### config.mk
export PLATFORM = sky130hd
export DESIGN_NAME = quad_encoder_gen
export DESIGN_NICKNAME = d
export VERILOG_FILES = /design/src/rtl/quad_pkg.sv /design/src/rtl/quad_phase_timer.sv /design/src/rtl/quad_encoder_gen.sv
export SDC_FILE = /design/constraint.sdc
export NUM_CORES = 1
export LEC_CHECK = 0
export ABC_AREA = 1
export CORE_ASPECT_RATIO = 2
export CORE_MARGIN = 2
export CORE_UTILIZATION = 50
export CTS_CLUSTER_SIZE = 40
export DETAILED_ROUTE_END_ITERATION = 16
export GPL_TIMING_DRIVEN = 0
export PLACE_DENSITY = 0.77
export SYNTH_ARGS = -nofsm -noshare
export SYNTH_HDL_FRONTEND = slang
export SYNTH_SLANG_ARGS = --single-unit
export TNS_END_PERCENT = 20
### constraint.sdc
create_clock -name clk -period 2.06 [get_ports clk]
set_clock_uncertainty 0.2 [all_clocks]
set_input_delay 0.618 -clock clk [delete_from_list [all_inputs] [get_ports clk]]
set_output_delay 0.618 -clock clk [all_outputs]
set_load 0.005 [all_outputs]
### src/rtl/quad_pkg.sv
// Shared types and quadrature sequence tables for the quadrature transmitter.
package quad_pkg;

  typedef enum logic {
    DIR_CW  = 1'b0,
    DIR_CCW = 1'b1
  } dir_t;

  typedef enum logic {
    IDLE = 1'b0,
    RUN  = 1'b1
  } state_t;

  // {a,b} indexed by quarter index; index 0 is the idle/cycle-boundary level 00.
  localparam logic [1:0] CW_SEQ  [4] = '{2'b00, 2'b10, 2'b11, 2'b01};
  localparam logic [1:0] CCW_SEQ [4] = '{2'b00, 2'b01, 2'b11, 2'b10};

  // Output level {a,b} for a given direction and quarter index.
  function automatic logic [1:0] seq_value(input dir_t dir, input logic [1:0] idx);
    logic [1:0] val;
    if (dir == DIR_CCW) begin
      val = CCW_SEQ[idx];
    end else begin
      val = CW_SEQ[idx];
    end
    return val;
  endfunction

endpackage

### src/rtl/quad_phase_timer.sv
// Dwell timer: counts 0..QTR_CYCLES-1 while enabled and pulses tick at the wrap.
module quad_phase_timer #(
  parameter int QTR_CYCLES = 1000
) (
  input  logic clk,
  input  logic reset_n,
  input  logic clear,
  input  logic enable,
  output logic tick
);

  localparam int CNT_W = $clog2(QTR_CYCLES);
  localparam logic [CNT_W-1:0] LAST = CNT_W'(QTR_CYCLES - 1);
  localparam logic [CNT_W-1:0] ONE  = CNT_W'(1);

  logic [CNT_W-1:0] cnt_r;

  // Dwell counter; clear wins over counting so a new command starts a full dwell.
  always_ff @(posedge clk or negedge reset_n) begin
    if (!reset_n) begin
      cnt_r <= '0;
    end else if (clear) begin
      cnt_r <= '0;
    end else if (enable) begin
      if (cnt_r == LAST) begin
        cnt_r <= '0;
      end else begin
        cnt_r <= cnt_r + ONE;
      end
    end else begin
      cnt_r <= cnt_r;
    end
  end

  assign tick = enable && !clear && (cnt_r == LAST);

endmodule

### src/rtl/quad_encoder_gen.sv
// Quadrature transmitter: turns step commands into A/B encoder waveforms and
// keeps a saturating position mirror. Optional bounce bursts on every edge are
// enabled with the QUAD_BOUNCE_EN macro.
module quad_encoder_gen
  import quad_pkg::*;
#(
  parameter int QTR_CYCLES    = 1000,
  parameter int POS_MAX       = 20000,
  parameter int BOUNCE_CYCLES = 8
) (
  input  logic        clk,
  input  logic        reset_n,
  input  logic        cmd_valid,
  output logic        cmd_ready,
  input  logic        cmd_dir,
  input  logic [15:0] cmd_steps,
  input  logic        abort,
  output logic        a,
  output logic        b,
  output logic        busy,
  output logic        done,
  output logic [15:0] steps_done,
  output logic [15:0] position
);

  localparam logic [15:0] POS_LIM = 16'(POS_MAX);

  if ((BOUNCE_CYCLES % 2) != 0 || QTR_CYCLES < 4) begin : g_param_check
    $error("quad_encoder_gen: QTR_CYCLES must be >= 4 and BOUNCE_CYCLES even");
  end

  state_t      state_r, state_nxt_s;
  dir_t        dir_r, dir_nxt_s;
  logic [15:0] steps_r, steps_nxt_s;
  logic [15:0] steps_done_r, steps_done_nxt_s;
  logic [15:0] position_r, position_nxt_s;
  logic [1:0]  qidx_r, qidx_nxt_s;
  logic [1:0]  ab_r, ab_nxt_s;
  logic        abort_r, abort_nxt_s;
  logic        done_r, done_nxt_s;
  logic        accept_s;
  logic        tick_s;

  quad_phase_timer #(
    .QTR_CYCLES(QTR_CYCLES)
  ) u_timer (
    .clk     (clk),
    .reset_n (reset_n),
    .clear   (accept_s),
    .enable  (state_r == RUN),
    .tick    (tick_s)
  );

  // State and datapath registers; reset returns the lines straight to 00.
  always_ff @(posedge clk or negedge reset_n) begin
    if (!reset_n) begin
      state_r      <= IDLE;
      dir_r        <= DIR_CW;
      steps_r      <= 16'd0;
      steps_done_r <= 16'd0;
      position_r   <= 16'd0;
      qidx_r       <= 2'd0;
      ab_r         <= 2'b00;
      abort_r      <= 1'b0;
      done_r       <= 1'b0;
    end else begin
      state_r      <= state_nxt_s;
      dir_r        <= dir_nxt_s;
      steps_r      <= steps_nxt_s;
      steps_done_r <= steps_done_nxt_s;
      position_r   <= position_nxt_s;
      qidx_r       <= qidx_nxt_s;
      ab_r         <= ab_nxt_s;
      abort_r      <= abort_nxt_s;
      done_r       <= done_nxt_s;
    end
  end

  // Next-state logic: command acceptance, quarter stepping and cycle completion.
  always_comb begin
    state_nxt_s      = state_r;
    dir_nxt_s        = dir_r;
    steps_nxt_s      = steps_r;
    steps_done_nxt_s = steps_done_r;
    position_nxt_s   = position_r;
    qidx_nxt_s       = qidx_r;
    ab_nxt_s         = ab_r;
    abort_nxt_s      = abort_r;
    done_nxt_s       = 1'b0;
    accept_s         = 1'b0;
    case (state_r)
      IDLE: begin
        if (cmd_valid) begin
          accept_s         = 1'b1;
          dir_nxt_s        = dir_t'(cmd_dir);
          steps_nxt_s      = cmd_steps;
          steps_done_nxt_s = 16'd0;
          qidx_nxt_s       = 2'd0;
          abort_nxt_s      = 1'b0;
          if (cmd_steps != 16'd0) begin
            state_nxt_s = RUN;
          end else begin
            // Zero-length command: no edges, just acknowledge it.
            done_nxt_s = 1'b1;
          end
        end else begin
          state_nxt_s = IDLE;
        end
      end
      RUN: begin
        abort_nxt_s = abort_r | abort;
        if (tick_s) begin
          qidx_nxt_s = qidx_r + 2'd1;
          ab_nxt_s   = seq_value(dir_r, qidx_r + 2'd1);
          if (qidx_r == 2'd3) begin
            // Back at 00: one full quadrature cycle has been emitted.
            steps_done_nxt_s = steps_done_r + 16'd1;
            if (dir_r == DIR_CW) begin
              if (position_r >= POS_LIM) begin
                position_nxt_s = POS_LIM;
              end else begin
                position_nxt_s = position_r + 16'd1;
              end
            end else begin
              if (position_r == 16'd0) begin
                position_nxt_s = 16'd0;
              end else begin
                position_nxt_s = position_r - 16'd1;
              end
            end
            if ((steps_done_nxt_s == steps_r) || abort_nxt_s) begin
              state_nxt_s = IDLE;
              done_nxt_s  = 1'b1;
            end else begin
              state_nxt_s = RUN;
            end
          end else begin
            state_nxt_s = RUN;
          end
        end else begin
          state_nxt_s = RUN;
        end
      end
      default: begin
        state_nxt_s = IDLE;
      end
    endcase
  end

  assign cmd_ready  = (state_r == IDLE);
  assign busy       = (state_r == RUN);
  assign done       = done_r;
  assign steps_done = steps_done_r;
  assign position   = position_r;

`ifdef QUAD_BOUNCE_EN
  if ((BOUNCE_CYCLES < 2) || (BOUNCE_CYCLES >= QTR_CYCLES / 2)) begin : g_bounce_check
    $error("quad_encoder_gen: BOUNCE_CYCLES must be >= 2 and < QTR_CYCLES/2");
  end

  localparam int BNC_W = $clog2(BOUNCE_CYCLES + 1);
  localparam logic [BNC_W-1:0] BNC_LAST = BNC_W'(BOUNCE_CYCLES);
  localparam logic [BNC_W-1:0] BNC_ONE  = BNC_W'(1);

  logic [1:0]       out_r;
  logic [1:0]       mask_r;
  logic [BNC_W-1:0] bnc_cnt_r;

  // Bounce shaper: after each edge the changed line alternates new/old, then settles.
  always_ff @(posedge clk or negedge reset_n) begin
    if (!reset_n) begin
      out_r     <= 2'b00;
      mask_r    <= 2'b00;
      bnc_cnt_r <= '0;
    end else if (ab_nxt_s != ab_r) begin
      out_r     <= ab_nxt_s;
      mask_r    <= ab_nxt_s ^ ab_r;
      bnc_cnt_r <= BNC_ONE;
    end else if (bnc_cnt_r == BNC_LAST) begin
      out_r     <= ab_r;
      bnc_cnt_r <= '0;
    end else if (bnc_cnt_r != '0) begin
      out_r     <= out_r ^ mask_r;
      bnc_cnt_r <= bnc_cnt_r + BNC_ONE;
    end else begin
      out_r     <= ab_r;
    end
  end

  assign a = out_r[1];
  assign b = out_r[0];
`else
  assign a = ab_r[1];
  assign b = ab_r[0];
`endif

endmodule

# Word-level counts from Yosys, hierarchy flattened
# Cells that the tools add are included.
[word_totals] reg_bits=66 input_bits=21 output_inout_bits=37
[classes] add_sub_neg=5 n_lt_le_gt_ge=2 n_eq_ne=6 n_mux=36 n_bitwise=3 reduce_logical=12
[op_table] op="16-bit two-way mux" count=6
[op_table] op="16-bit by 1-bit adder with 16-bit output, second input constant" count=2
[op_table] op="16-bit case mux with 2 select lines" count=1
[op_table] op="10-bit two-way mux" count=3
[op_table] op="16-bit == test" count=1
[op_table] op="16-bit by 15-bit greater-or-equal comparator with 1-bit output, second input constant" count=1
[op_table] op="16-bit logical NOT" count=1
[op_table] op="16-bit nonzero test" count=1
[op_table] op="16-bit by 1-bit subtractor with 16-bit output, second input constant" count=1
[op_table] op="2-bit two-way mux" count=7
[op_table] op="1-bit two-way mux" count=13
[op_table] op="10-bit by 1-bit adder with 10-bit output, second input constant" count=1
[op_table] op="10-bit == test, second input constant" count=1
[op_table] op="2-bit binary-select mux with 2-bit select" count=2
[op_table] op="1-bit case mux with 2 select lines" count=3
[op_table] op="2-bit AND reduction" count=3
[op_table] op="3-bit AND reduction" count=2
[op_table] op="2-bit by 1-bit inequality test with 1-bit output, second input constant" count=2
[op_table] op="2-bit case mux with 2 select lines" count=1
[op_table] op="3-bit greater-or-equal comparator, second input constant" count=1
[op_table] op="2-bit inverter with 3-bit output" count=1
[op_table] op="2-bit by 1-bit adder with 2-bit output, second input constant" count=1
[op_table] op="2-bit == test, second input constant" count=1
[op_table] op="1-bit logical AND" count=2
[op_table] op="other kinds (6)" count=6

# Depth between registers and ports, before layout
[depth] depth_word=7 depth_mapped=16 ltp_nobuf=16

# Cells and area by module
# Synthesis repeated with hierarchy kept, for this count alone.
[hier_totals] cells_unflattened=599 hier_area_um2=4285.4
[by_module_without_submodules] module="quad_encoder_gen" n_inst=1 cells_per_inst=511 area_per_inst_um2=3637.2 seq_area_each_um2=1401.3
[by_module_without_submodules] module="quad_phase_timer" n_inst=1 cells_per_inst=88 area_per_inst_um2=648.1 seq_area_each_um2=250.2

# Least setup slack after synthesis
# Ideal clock, no wire load.
[synth_path] path_kind="register to register" from="register steps_done_r[0], in the netlist steps_done[0]" to="register state_r, in the netlist busy" arrival_time_ps=1707 required_ps=1743 setup_slack_ps=35 path_stages_with_launch=17 path_buffers=0 period_less_slack_ps=2025 path_cell_list="dfrtp_1 -> ha_1 -> nand2_1 -> nor2_2 -> nand2_1 -> nand2_1 -> nand2_1 -> nand2_1 -> nand3_1 -> nor2_1 -> nand2_1 -> nor2_1 -> nand2_1 -> nand2_1 -> nand2_1 -> nand2_1 -> nand2_1"
[synth_via] elab_chain_len=7
[synth_lines] element="from (decl)" line="quad_encoder_gen.sv:35" text="logic [15:0] steps_done_r, steps_done_nxt_s;"
[synth_lines] element="from (signal assigned)" line="quad_encoder_gen.sv:70" text="steps_done_r <= steps_done_nxt_s;"
[synth_lines] element="16-bit by 1-bit adder with 16-bit output" line="quad_encoder_gen.sv:117" text="steps_done_nxt_s = steps_done_r + 16'd1;"
[synth_lines] element="16-bit == test" line="quad_encoder_gen.sv:131" text="if ((steps_done_nxt_s == steps_r) || abort_nxt_s) begin"
[synth_lines] element="1-bit logical OR" line="quad_encoder_gen.sv:131"
[synth_lines] element="1-bit two-way mux" line="quad_encoder_gen.sv:131"
[synth_lines] element="1-bit two-way mux" line="quad_encoder_gen.sv:115" text="if (qidx_r == 2'd3) begin"
[synth_lines] element="1-bit two-way mux" line="quad_encoder_gen.sv:112" text="if (tick_s) begin"
[synth_lines] element="1-bit case mux with 2 select lines" line="quad_encoder_gen.sv:91" text="case (state_r)"
[synth_lines] element="named net state_nxt_s" line="quad_encoder_gen.sv:32" text="state_t state_r, state_nxt_s;"
[synth_lines] element="to (signal assigned)" line="quad_encoder_gen.sv:67" text="state_r <= state_nxt_s;"
[synth_lines] element="to (decl)" line="quad_encoder_gen.sv:32"
# The timed path passes the listed nets, and every way through them passes these cells.
# A chain may end at the register's enable or synchronous reset.

# Worst setup path after layout
[layout_path] from="register steps_done_r[1], in the netlist steps_done[1]" to="register state_r, in the netlist busy"
# The elaborated chain is that of the path after synthesis.

==> results.md <==
- Clock latency on the worst-skew pair: 0.34 ns
- Max Fclk: 449 MHz
- Root buf cell: clkbuf_16
- Mapped cell area: 4130 µm²
- Post-layout minimum cycle time: 2.23 ns
- Ports: 58
- Reg power frac: 39.9%
- GR Overflow Total: 0
- Ys flop type: dfrtp_1
- Synth Area in XOR/XNOR: 5.84%
- EDFF count, synth: 0
- Vias in the first global route: 4316
- Drt via density: 5.81
- Share of the yosys chip area belonging to registers: 40.0%
- CP max stage cell: dfrtp_1
- Avg Inst Size Synth: 7.48 µm²
- HPWL after DPL: 8680 µm
- Wire per inst: 17.8 µm
- Pre-CTS WS: -0.737 ns
- GR Util met1: 30.2%
- Cell accounting for the most synthesized area: dfrtp_1
- DRT Pass-1 Iters: 9
- Pin count of the biggest net entering global routing: 67
- Slew headroom: 43.4%
- Net Sw Frac: 31.4%
- GR met2 Demand/Resource: 51.2%
- Simple-gate share of the synthesized area: 31.3%
- Worst flop-to-flop path startpoint: steps_done[1]$_DFFE_PN0P_
- Crit share post-route: 108%
- Sink Count: 66
- Max cap viols: 0
- RSZ-0062 raised after global routing: true
- Status: complete, but fails checks
- TNS Setup: -0.628 ns
- Port buffer count: 57
- Final hold viol count: 0
- GRT Max-Usage Layer: met2
- Mux cell area share after synthesis: 0.242%
- First-pass GRT wire length: 20100 µm
- Diode count: 0
- WS Path Type: reg -> reg
- Area Overhead vs Synth: 38.9%
- DRC: 0
- Yosys cell types: 42
- Routing usage on met3: 5.78%
- R2R setup slack: -0.17 ns
- Synth Area in Compound Gates: 13.4%
- Initial antenna violation count: 0
- Hold WS: 0.179 ns
- R2R Path End: busy$_DFF_PN0_
- # H-tree levels: 3
- Initial DRC count: 402
- Reg2Reg Depth: 14
- GRT Resource Usage Total: 29.8%
- Slew Limit Fails: 0
- Nets: 674
- Adder-cell share of the synthesized area: 1.51%
- Maximum vdd ir drop: 0.000656 V
- Number of setup violations in the final report: 16
- Tot Pwr: 4.29 mW
- Post-synth ARST share: 100%
- Share of post-route cells with drive strength above 1: 24.8%
- # hold bufs at CTS: 0
- Routed WL: 13300 µm
- Max stage delay on crit path: 0.41 ns
- Die Wd: 68.3 µm
- Sw power: 1.35 mW
- Power Density: 747 nW/µm²
- FF+latch count, synth: 66
- Starting Density: 51.6%
- Crit end category: register
- Die ar.: 9050 µm²
- DR vias: 4354
- TritonCTS clock tree: built
- # rows: 46
- Comb power frac: 20.4%
- Failing checks: negative setup slack
- Final Worst Setup Slack: -0.169 ns
- Largest family of logic cells by synthesized area: simple AND/OR/NAND/NOR gates
- Synth Net Count: 578
- Clock-pin slew of the registers on the worst-case setup and hold paths: 0.06 ns
- Crit path launch type: register
- Post-route ant nets: 0
- Slew @ Worst Pin: 0.849 ns
- Clock share of power: 39.7%
- CTS Buffer Depth: 2
- Clock buffer count from CTS: 9
- Height of the die: 133 µm
- Critical path required time: 2.08 ns
- Synth Instances: 552
- Fill count: 603
- Data arrival, critical path: 2.25 ns
- Internal power: 2.94 mW
- Critical path, cell by cell: ha_4 > nand2_4 > nor2_4 > nand2_1 > nand3_2 > nand3_2 > nor2_2 > nand3_2 > nor2_2 > nand2_1 > nand2_1 > nand2_2 > nand2_2 > nand2_2
- CP max FO: 7
- Yosys warnings: 0
- Synth top area cells: dfrtp_1 (40%), nand2_1 (14%), o21ai_0 (6.1%), nand3_1 (5.8%), inv_1 (5.5%)
- Yosys top cell area share: 40.0%
- Leak: 2.79 nW
- Gpl congestion: 0.992
- Hold crit path type: in -> async
- Core ar.: 8000 µm²
- Post-layout util: 71.7%
placed cells by master (no fill, tap or decap), drive strengths merged, types with 5 or more instances in the layout:
cell type,Yosys,routed
nand2,153,153
dfrtp,66,66
inv,64,64
o21ai,55,55
nor2,52,52
nand3,50,50
buf,7,36
dlygate4sd2,0,28
xor2,22,22
clkdlybuf4s50,0,21
o22ai,16,16
clkbuf,5,15
nor3,13,13
a21oi,10,10
nor4,7,7
nand4,7,7
dlymetal6s2s,0,6
clkinv,1,5
ha,5,5
power by group through the flow:
stage                     sequential, mW  clock [mW]  combinational, mW
final                               1.71        1.70              0.875
after global routing                1.73        1.77              0.983
after CTS                           1.70        1.71              0.782
after detailed placement            1.71           0              0.765
after global placement              1.70           0              0.744
after floorplan                     1.67           0              0.530
cells in the mapped netlist (2+ instances only):
cell type and n:
a21oi_1 10, a22oi_1 2, buf_2 4, buf_6 3, clkbuf_1 5, dfrtp_1 66
ha_1 5, inv_1 61, inv_2 2, nand2_1 152, nand3_1 48, nand3_2 2
nand3b_1 3, nand4_1 6, nor2_1 48, nor2_2 3, nor3_1 10, nor3_2 2
nor4_1 6, o211ai_1 3, o21ai_0 50, o21ai_1 3, o21ai_2 2, o22ai_1 8
o22ai_2 8, xnor2_1 3, xor2_1 22
through the flow:
stage | cells | instance area (µm²)
2_1_floorplan | 552 | 4130
3_3_place_gp | 705 | 4820
3_5_place_dp | 705 | 4820
4_1_cts | 734 | 5360
5_1_grt | 749 | 5740
6_report | 749 | 5740
registers in the layout (all words and copies together), names as in the netlist:
register       flops
ab_r               2
steps_r           16
dir_r              1
busy               1
u_timer.cnt_r     10
qidx_r             2
steps_done        16
abort_r            1
position          16
done               1
metal layers:
metal	vias to the layer above	part of all wire, %
li1	2021	-
met1	2036	35
met2	223	53
met3	74	4.7
met4	0	7.5
met5	-	0
worst max-delay path, delay by kind of cell, from the launching register on:
kind,cells,cell delay (ns)
flip-flops,1,0.41
adder cells (fa/ha/maj),1,0.19
AND/OR/NAND/NOR,13,1.30
cell families (layout without fill, tap and decap cells):
family                     count (synthesis)  count (layout)
and+or+nand+nor                          287             287
AOI/OAI and AO/OA                         90              90
buffers and inverters                     77             178
DFF                                       66              66
xor gates and xnor gates                  26              26
adders and majority gates                  5               5
muxes                                      1               1
worst max path at each step:
stage / to / from / slack [ns] / depth (start not counted)
final: busy$_DFF_PN0_ / steps_done[1]$_DFFE_PN0P_ / -0.17 / 14
after global routing: busy$_DFF_PN0_ / steps_done[1]$_DFFE_PN0P_ / -0.34 / 14
after CTS: steps_done[1] / steps_done[1]$_DFFE_PN0P_ / -0.14 / 2
after detailed placement: busy$_DFF_PN0_ / cmd_valid / -0.74 / 7
after global placement: steps_r[0]$_DFFE_PN0P_ / reset_n / -2.09 / 1
after floorplan: busy$_DFF_PN0_ / steps_done[0]$_DFFE_PN0P_ / 0.04 / 16
layout make-up:
| class | instances | area (µm²) | area share (%) |
|---|---|---|---|
| plain buffers | 12 | 120 | 2.09 |
| clock buffers | 9 | 225 | 3.92 |
| clock inverters | 7 | 103 | 1.79 |
| inverters | 65 | 259 | 4.51 |
| multi-input cells | 409 | 2470 | 43.1 |
| flip-flops and latches | 66 | 1670 | 29.1 |
| well taps | 96 | 120 | 2.09 |
| repair buffers | 85 | 767 | 13.4 |
what timing repair did:
action / 4_1_cts / 5_1_grt
buffers inserted: 13 / 15
endpoints found under the setup margin: 69 / 56
gates resized for setup: 84 / 87
pin swaps: 11 / 28
(Power assumes the default switching activity.)
